===== config.mk =====
export PLATFORM = sky130hd
export DESIGN_NAME = shape_processor_sequencer
export DESIGN_NICKNAME = d
export VERILOG_FILES = /design/src/rtl/shape_processor_sequencer.sv
export SDC_FILE = /design/constraint.sdc
export NUM_CORES = 1
export LEC_CHECK = 0
export ABC_AREA = 1
export CORE_ASPECT_RATIO = 1.25
export CORE_MARGIN = 2
export CORE_UTILIZATION = 36
export CTS_BUF_LIST = sky130_fd_sc_hd__clkbuf_4 sky130_fd_sc_hd__clkbuf_8
export DETAILED_ROUTE_END_ITERATION = 8
export GPL_TIMING_DRIVEN = 0
export HOLD_SLACK_MARGIN = 0.03
export PLACE_DENSITY = 0.9
export SYNTH_ARGS = -nofsm -noshare
export SYNTH_HDL_FRONTEND = slang
export SYNTH_SLANG_ARGS = --single-unit

===== constraint.sdc =====
create_clock -name clk -period 4.4 [get_ports clk]
set_input_delay 1.32 -clock clk [delete_from_list [all_inputs] [get_ports clk]]
set_output_delay 1.32 -clock clk [all_outputs]
set_load 0.05 [all_outputs]

===== src/rtl/shape_processor_sequencer.sv =====
// shape_processor_sequencer
//
// Shares the shape processor's control SFR port among NUM_REQ requesters.
// A round-robin arbiter picks one pending request, which is written to the
// processor. The processor's error flag is sampled one cycle after the write.
// On success the SFR is read back. The outcome is then returned as a single
// response tagged with the requester ID. This block is the only master of
// the processor's write and read strobes.
//
// Ports:
//   clk, rst_n     clock (rising edge) and asynchronous active-low reset
//   req_valid      per-requester request pending
//   req_data       per-requester 32-bit SFR write value, slice i = [32*i +: 32]
//   req_ready      one-hot accept pulse, combinational, only in IDLE
//   rsp_valid      response valid, held until rsp_ready
//   rsp_ready      response consumer ready
//   rsp_id         requester that owns the response
//   rsp_data       SFR readback value, 0 when the processor flagged an error
//   rsp_error      processor rejected the write
//   sp_write       one-cycle write strobe to the processor
//   sp_write_data  write data, meaningful while sp_write=1
//   sp_read        one-cycle read strobe to the processor
//   sp_read_data   processor read data, valid while sp_read=1
//   sp_error       processor error flag, valid the cycle after sp_write
//   busy           sequencer is handling a request (state != IDLE)

module shape_processor_sequencer #(
    parameter int NUM_REQ = 4,
    parameter int ID_W    = $clog2(NUM_REQ)
) (
    input  logic                  clk,
    input  logic                  rst_n,
    input  logic [NUM_REQ-1:0]    req_valid,
    input  logic [NUM_REQ*32-1:0] req_data,
    output logic [NUM_REQ-1:0]    req_ready,
    output logic                  rsp_valid,
    input  logic                  rsp_ready,
    output logic [ID_W-1:0]       rsp_id,
    output logic [31:0]           rsp_data,
    output logic                  rsp_error,
    output logic                  sp_write,
    output logic [31:0]           sp_write_data,
    output logic                  sp_read,
    input  logic [31:0]           sp_read_data,
    input  logic                  sp_error,
    output logic                  busy
);

    localparam int DATA_W = 32;

    typedef enum logic [2:0] {
        IDLE,
        WRITE,
        CHECK,
        READ,
        RESP
    } state_t;

    state_t              state;
    logic [ID_W-1:0]     ptr;

    logic                grant_found;
    logic [ID_W-1:0]     grant_idx;
    logic [DATA_W-1:0]   grant_data;
    logic [ID_W-1:0]     next_ptr;
    logic [ID_W:0]       cand_sum;
    logic [ID_W-1:0]     cand;

    // Round-robin search: candidates are visited in the order ptr, ptr+1, ...
    // wrapping modulo NUM_REQ. The first pending one wins. The sum is kept one
    // bit wider so the wrap also works when NUM_REQ is not a power of two.
    always_comb begin
        grant_found = 1'b0;
        grant_idx   = '0;
        cand_sum    = '0;
        cand        = '0;
        for (int k = 0; k < NUM_REQ; k++) begin
            cand_sum = {1'b0, ptr} + (ID_W + 1)'(k);
            if (cand_sum >= (ID_W + 1)'(NUM_REQ)) begin
                cand_sum = cand_sum - (ID_W + 1)'(NUM_REQ);
            end
            cand = cand_sum[ID_W-1:0];
            if (!grant_found && req_valid[cand]) begin
                grant_found = 1'b1;
                grant_idx   = cand;
            end
        end
    end

    // Data mux for the granted slice. The constant slice bounds keep the
    // selection free of variable part-selects.
    always_comb begin
        grant_data = '0;
        for (int k = 0; k < NUM_REQ; k++) begin
            if (grant_idx == ID_W'(k)) begin
                grant_data = req_data[k*DATA_W +: DATA_W];
            end
        end
    end

    assign next_ptr = (grant_idx == ID_W'(NUM_REQ - 1)) ? '0 : grant_idx + ID_W'(1);

    // Accept pulse is combinational. It is gated by rst_n so that a request
    // held during reset sees no ready.
    always_comb begin
        req_ready = '0;
        if (rst_n && (state == IDLE) && grant_found) begin
            req_ready[grant_idx] = 1'b1;
        end
    end

    assign busy = (state != IDLE);

    always_ff @(posedge clk or negedge rst_n) begin
        if (!rst_n) begin
            state         <= IDLE;
            ptr           <= '0;
            rsp_valid     <= 1'b0;
            rsp_id        <= '0;
            rsp_data      <= '0;
            rsp_error     <= 1'b0;
            sp_write      <= 1'b0;
            sp_write_data <= '0;
            sp_read       <= 1'b0;
        end else begin
            case (state)
                // Accept: capture the request and raise the write strobe for
                // the next cycle.
                IDLE: begin
                    if (grant_found) begin
                        state         <= WRITE;
                        ptr           <= next_ptr;
                        rsp_id        <= grant_idx;
                        rsp_data      <= '0;
                        rsp_error     <= 1'b0;
                        sp_write      <= 1'b1;
                        sp_write_data <= grant_data;
                    end
                end
                // Write: the strobe is visible for exactly this cycle.
                WRITE: begin
                    sp_write      <= 1'b0;
                    sp_write_data <= '0;
                    state         <= CHECK;
                end
                // Check: the processor reports the outcome of the write here.
                CHECK: begin
                    if (sp_error) begin
                        rsp_error <= 1'b1;
                        rsp_data  <= '0;
                        rsp_valid <= 1'b1;
                        state     <= RESP;
                    end else begin
                        sp_read <= 1'b1;
                        state   <= READ;
                    end
                end
                // Read: the readback data is valid alongside the strobe.
                READ: begin
                    sp_read   <= 1'b0;
                    rsp_data  <= sp_read_data;
                    rsp_valid <= 1'b1;
                    state     <= RESP;
                end
                // Respond: hold until the consumer takes the response.
                RESP: begin
                    if (rsp_ready) begin
                        rsp_valid <= 1'b0;
                        state     <= IDLE;
                    end
                end
                default: begin
                    state <= IDLE;
                end
            endcase
        end
    end

endmodule


==> results.tsv, run 1 <==
stage	metric	value	unit
run_status	status	complete, no violations	
clock_tree	Max clock buf depth	2	
sta	Final Setup Violations	0	
synth	number of synthesized flops with an enable pin	0	
drt	vias per inst	5.03	
placed_design	Port-buffer cells	242	
clock_tree	clock root buffer	clkbuf_8	
synth	Seq cells post-synth	75	
run	Max-cap violations	0	
synth	post-synthesis simple-gate area fraction	30.8	%
global_route	largest net degree at the start of global routing	74	
power	Max VDD drop	0.631	mV
global_route	vias in the first global route	4907	
synth	top post-synthesis cells by area	dfrtp_1, nand2_1, nand3_1	
global_route	total global-route track usage	25.3	%
drt	final routed DRC violation total	0	
power	Power per Cell Area	989	nW/um2
synth	post-synthesis sequential area ratio	43.3	%
synth	top-area cell type share of the netlist area	43.3	%
critical_path	Worst Setup End Kind	primary output	
sta	Final Max Tran Viols	0	
global_route	gr ovfl total	0	
die	Die Y	127	um
sta	hold slack	473	ps
sta	worst-margin pin slew	572	ps
critical_path	critical path data arrival time	3060	ps
clock_tree	CTS tree	yes	
die	Die ar.	13000	um2
critical_path	R2R setup slack	1080	ps
synth	area leader, netlist	dfrtp_1	
die	area of the core	11700	um2
layout	share of cells above drive strength 1	14.0	%
critical_path	critical path's largest stage delay	260	ps
drt	DRT iter0 DRCs	277	
layout	area grow syn2layout	73.1	%
clock_tree	TritonCTS buffer count	9	
critical_path	CP bufs+invs	7	
critical_path	CP Class	in -> out	
synth	Synth top cells by count	nand2_1, dfrtp_1, nand3_1, o21ai_0, nor2_1	
synth	Post-Syn Nets	746	
drt	Pre-antenna DRT Iters	5	
die	Initial Utilization	37.2	%
synth	xor/xnor share of the synthesized area	0	%
global_route	first-pass GRT wire length	25200	um
critical_path	Slowest-stage cell, CP	dlygate4sd2_1	
synth	synth warn	0	
drt	Routed WL per cell	16.5	um
synth	Synth Area in Compound Gates	17.5	%
clock_tree	Reg clk slew, reported paths	90	ps
sta	fin crit share	99.6	%
critical_path	Crit path required time	3080	ps
synth	most numerous cell in the Yosys netlist	nand2_1	
clock_tree	H-tree depth	3	
drt	drt total wl	16600	um
die	row count	44	
synth	combinational family with the most area after synthesis	simple AND/OR/NAND/NOR gates	
die	die width	102	um
synth	mux cell area share after synthesis	0	%
drt	routed via count	5061	
critical_path	Crit path max-delay family	buffers and inverters	
clock_tree	TritonCTS Sinks	75	
placed_design	DP HPWL	12900	um
sta	maximum clock frequency	0.228	GHz
synth	Mapped Area	4340	um2
critical_path	critical path, cell by cell	dlygate4sd2_1 -> inv_2 -> nand2_2 -> nand3_4 -> nand2_4 -> inv_4 -> nand2_2 -> nor2_4 -> nand3_2 -> nand2_4 -> buf_6 -> ha_4 -> clkbuf_16 -> inv_2 -> nor2_4 -> buf_6	
synth	Post-Syn Instances	574	
critical_path	critical path startpoint category	input pin	
clock_tree	Clock Latency Late Sink	360	ps
sta	Hold Vio Cnt, Final	0	
layout	Util after Layout	64.4	%
synth	mean post-synth cell area	7.56	um2
sta	worst rel slew slack	61.7	%
critical_path	CP Max Fanout	3	
layout	nets@finish	1012	
sta	unrepaired setup endpoints after global routing	true	
worst_hold_path	Hold Crit Class	reg -> reg	
synth	fraction of registers with async set/reset	100	%
synth	Yosys cell types	33	
global_route	antenna violations before repair	1	
placed_design	RePlAce Congestion	0.856	
clock_tree	Hold Buf Count CTS	0	
synth	Adder-Cell Fraction of Synth Area	1.15	%
die	I/O pins	243	
sta	Worst Skew	11.7	ps
synth	Primary FF master, synth	dfrtp_1	
power	P_leak	3.40	nW
drt	ANT nets after route	0	
sta	Final min period	4380	ps
==> worst register-to-register path, stage by stage, from the launching register on <==
cell,delay (ps)
dfrtp_1,410
inv_1,240
nand2_2,140
nand3_4,120
nand2_4,80
nor2_4,180
nand3_2,120
nand3_4,90
nand2_4,70
buf_6,120
ha_4,170
buf_4,160
nor2_1,350
buf_2,290
a22oi_1,90
o21ai_0,370
o21bai_1,100
o21ai_0,150
==> cell type report <==
cell class / instances / area [um2]
fill: 980 / 4160
timing repair buffer: 259 / 2570
multi-input combinational: 437 / 2320
sequential: 75 / 1880
buffer: 34 / 244
tap: 161 / 201
clock buffer: 9 / 124
inverter: 24 / 106
clock inverter: 7 / 70.1
antenna: 1 / 2.50
==> final timing paths <==
check                              from                 to  depth (start not counted)
max in group asynchronous         rst_n   sp_write_data[9]                          2
min                        rsp_data[26]       rsp_data[26]                          2
max reg2reg                      ptr[0]  sp_write_data[17]                         17
min reg2reg                rsp_data[26]       rsp_data[26]                          2
max                        req_valid[0]       req_ready[1]                         16
min in group asynchronous         rst_n       rsp_data[12]                          1
==> cell usage in the layout (no fill, tap or decap), types with 2 or more instances in the layout <==
master	instances
nand3_1	43
inv_2	6
buf_8	2
buf_6	11
nand3_4	5
buf_4	17
dfrtp_1	75
dlygate4sd2_1	3
o2bb2ai_1	8
clkdlybuf4s50_1	233
nand2_4	2
inv_6	3
o21bai_1	11
nand2_2	28
nor2_1	30
a22oi_1	25
inv_1	11
nand2_1	183
o21ai_0	48
a21oi_1	28
clkinvlp_4	2
o21ai_1	2
inv_4	5
nor2_4	4
ha_4	3
nand3_2	6
clkbuf_8	9
buf_2	4
clkbuf_1	19
==> report_power, final <==
group	internal, mW	switching (mW)
combinational	2.11	3.66
sequential	0.977	0.164
clock	0.220	0.303
total	3.30	4.13
==> routing by layer <==
layer	share of wire [%]	GRT usage [%]	wire length, um
met5	0	0	0
met4	3.2	9.18	530
met3	8.4	6.67	1390
met2	52	45.4	8710
met1	36	28.3	6000
==> sequential cells by signal, indices dropped and copies added, names as in the netlist <==
register,flops
ptr,2
rsp_data,32
rsp_error,1
rsp_id,2
rsp_valid,1
sp_read,1
sp_write,1
sp_write_data,32
state,3
==> stage by stage <==
stage	power, mW	instance area, um2	setup TNS (ps)	instances	setup WS (ps)
2_1_floorplan	4.68	4350	-137	574	-137
3_3_place_gp	6.22	6980	-56020	977	-2940
3_5_place_dp	6.33	7000	-5280	978	-1690
4_1_cts	7.27	7420	-1.01	1002	-1.01
5_1_grt	7.96	7510	-104	1006	-61.9
6_report	7.43	7510	0	1007	18.1
==> cell families (layout without fill, tap and decap cells) <==
kind of cell    Yosys count  count (layout)
simple gates            307             307
compound gates          126             126
flops                    75              75
buf+inv                  62             333
fa+ha+maj                 4               4
other cells               0               1
==> what timing repair did <==
item                       in CTS  in global routing
buffers inserted               11                  5
setup endpoints to repair       4                  4
pin swaps                      10                 14
gates cloned                    0                  0
gates resized for setup        67                 22
(Power assumes the default switching activity.)
==> inputs of run 2 (changes only) <==
==> constraint.sdc (replaced) <==
create_clock -name clk -period 3.9 [get_ports clk]
set_input_delay 1.17 -clock clk [delete_from_list [all_inputs] [get_ports clk]]
set_output_delay 1.17 -clock clk [all_outputs]
set_load 0.05 [all_outputs]
==> run 2 against run 1 <==
Clock skew up 2.0 ps. Critical endpoint is now req_ready[3]. Cell count grew 0.60%. Final area is 2.8% higher. Highest routed layer unchanged.
==> results.tsv, run 2 (same netlist as run 1, synthesis figures left out) <==
stage	metric	value	unit
placed_design	RePlAce Congestion	0.919	
sta	fin crit share	98.9	%
layout	Fill cells	989	
drt	routed via count	5139	
clock_tree	TritonCTS buffer count	9	
layout	biggest regs	rsp_data (32), sp_write_data (32), state (3)	
worst_hold_path	Hold Crit Class	reg -> reg	
critical_path	CP Class	in -> out	
clock_tree	H-tree depth	3	
sta	worst-margin pin slew	590	ps
drt	Pre-antenna DRT Iters	5	
sta	Fin Setup TNS	0	ps
sta	hold slack	473	ps
die	I/O pins	243	
global_route	met2 usage	45.1	%
layout	Antenna diodes	0	
power	Max VDD drop	0.493	mV
global_route	first-pass GRT wire length	26100	um
global_route	GRT Max-Usage Layer	met2	
global_route	met3 Use GR	5.84	%
sta	Hold Vio Cnt, Final	0	
critical_path	critical path startpoint category	input pin	
placed_design	Place WS	-1390	ps
critical_path	CP Max Fanout	3	
run_status	status	complete, no violations	
drt	final routed DRC violation total	0	
clock_tree	Reg clk slew, reported paths	70	ps
clock_tree	TritonCTS Sinks	75	
drt	vias per inst	5.07	
die	area of the core	11700	um2
clock_tree	Clock Latency Late Sink	340	ps
placed_design	Port-buffer cells	242	
sta	Final Max Tran Viols	0	
die	die width	102	um
global_route	M1 GR Usage	29.1	%
power	P_leak	3.50	nW
global_route	total global-route track usage	26.1	%
power	Power per Cell Area	1130	nW/um2
layout	share of cells above drive strength 1	16.8	%
die	Die Y	127	um
die	row count	44	
die	Die ar.	13000	um2
global_route	gr ovfl total	0	
sta	Worst Skew	13.7	ps
global_route	vias in the first global route	5237	
drt	drt total wl	17500	um
global_route	antenna violations before repair	0	
layout	area grow syn2layout	78.1	%
critical_path	Crit path required time	2730	ps
sta	worst rel slew slack	60.3	%
critical_path	critical path data arrival time	2690	ps
drt	DRT iter0 DRCs	185	
sta	Final min period	3860	ps
critical_path	Worst Setup End Kind	primary output	
layout	most frequent cells in the layout	clkdlybuf4s50_1, nand2_1, dfrtp_1	
clock_tree	clock root buffer	clkbuf_8	
sta	maximum clock frequency	0.259	GHz
placed_design	DP HPWL	13200	um
layout	nets@finish	1019	
power	overall power	8.71	mW
sta	Final WS setup	43.0	ps
layout	Util after Layout	66.2	%
sta	Final Setup Violations	0	
drt	ANT nets after route	0	
run	Max-cap violations	0	
global_route	largest net degree at the start of global routing	40	
layout	FF/Latch Area	1880	um2
die	Initial Utilization	37.2	%
clock_tree	CTS tree	yes	
drt	Routed WL per cell	17.3	um
layout	Multi-input gate area	2430	um2
layout	most common cell after layout, fill and taps aside	clkdlybuf4s50_1	
clock_tree	Max clock buf depth	2	
==> run 2: cell types whose count changed in the layout (fill, tap and decap cells not counted), moves of 2 or more <==
cell,previous run,this run
buf_8,2,4
dlygate4sd2_1,3,0
buf_6,11,15
nand3_4,5,7
bufinv_16,0,2
nand2_4,2,12
inv_6,3,1
nand2_1,183,173
inv_1,11,9
buf_4,17,23
==> run 2: path summary, 6_finish.rpt <==
kind,startpoint,to,slack [ps],cells after the start
max in group asynchronous,rst_n,rsp_data[5],2520,2
min reg2reg,rsp_data[7],rsp_data[7],470,2
max reg2reg,ptr[0],sp_write_data[5],600,20
max,req_valid[0],req_ready[3],40,15
min,rsp_data[7],rsp_data[7],470,2
min in group asynchronous,rst_n,sp_write_data[29],800,1
==> run 2: critical path: stages <==
cell	delay, ps
buf_6	100
inv_2	60
nand2_2	80
nand3_4	100
nand2_4	70
nor2_4	160
nand3_2	120
nand3_4	90
nand2_4	80
inv_4	90
ha_4	150
inv_4	40
buf_12	110
nor2_4	100
buf_8	160
==> run 2: metrics by stage <==
step	instances	instance area, um2
2_1_floorplan	574	4410
3_3_place_gp	977	7030
3_5_place_dp	978	7050
4_1_cts	1011	7540
5_1_grt	1013	7730
6_report	1013	7730
==> run 2: cell type report <==
type,count,area share [%]
Buffer,34,3.16
Clock buffer,9,1.60
Clock inverter,7,1.31
Inverter,24,1.43
Multi-Input combinational cell,437,31.4
Sequential cell,75,24.3
Tap cell,161,2.61
Timing Repair Buffer,266,34.2
==> run 2: per-layer routing <==
layer | wire [um] | vias up
li1 | - | 2447
met1 | 6570 | 2400
met2 | 8710 | 223
met3 | 1240 | 69
met4 | 1000 | 0
met5 | 0 | -
==> run 2: what timing repair did <==
item                                    in CTS  in global routing
setup buffers                               18                  5
hold buffers                                 0                  0
pin swaps                                   18                 24
endpoints found under the setup margin       4                  4
gates resized for setup                     86                 44
cloned                                       0                  0
==> run 2: power by group <==
part	internal (mW)	total (mW)	switching (mW)
sequential	1.10	1.29	0.191
combinational	2.48	6.74	4.26
clock	0.366	0.678	0.312
==> inputs of run 3 (changes only) <==
--- a/config.mk
+++ b/config.mk
@@ -14,6 +14,7 @@
 export GPL_TIMING_DRIVEN = 0
 export HOLD_SLACK_MARGIN = 0.03
 export PLACE_DENSITY = 0.9
+export SLEW_MARGIN = 25
 export SYNTH_ARGS = -nofsm -noshare
 export SYNTH_HDL_FRONTEND = slang
 export SYNTH_SLANG_ARGS = --single-unit
==> results of run 3 <==
No change in the layout: final DEF, timing and power equal those of run 2.
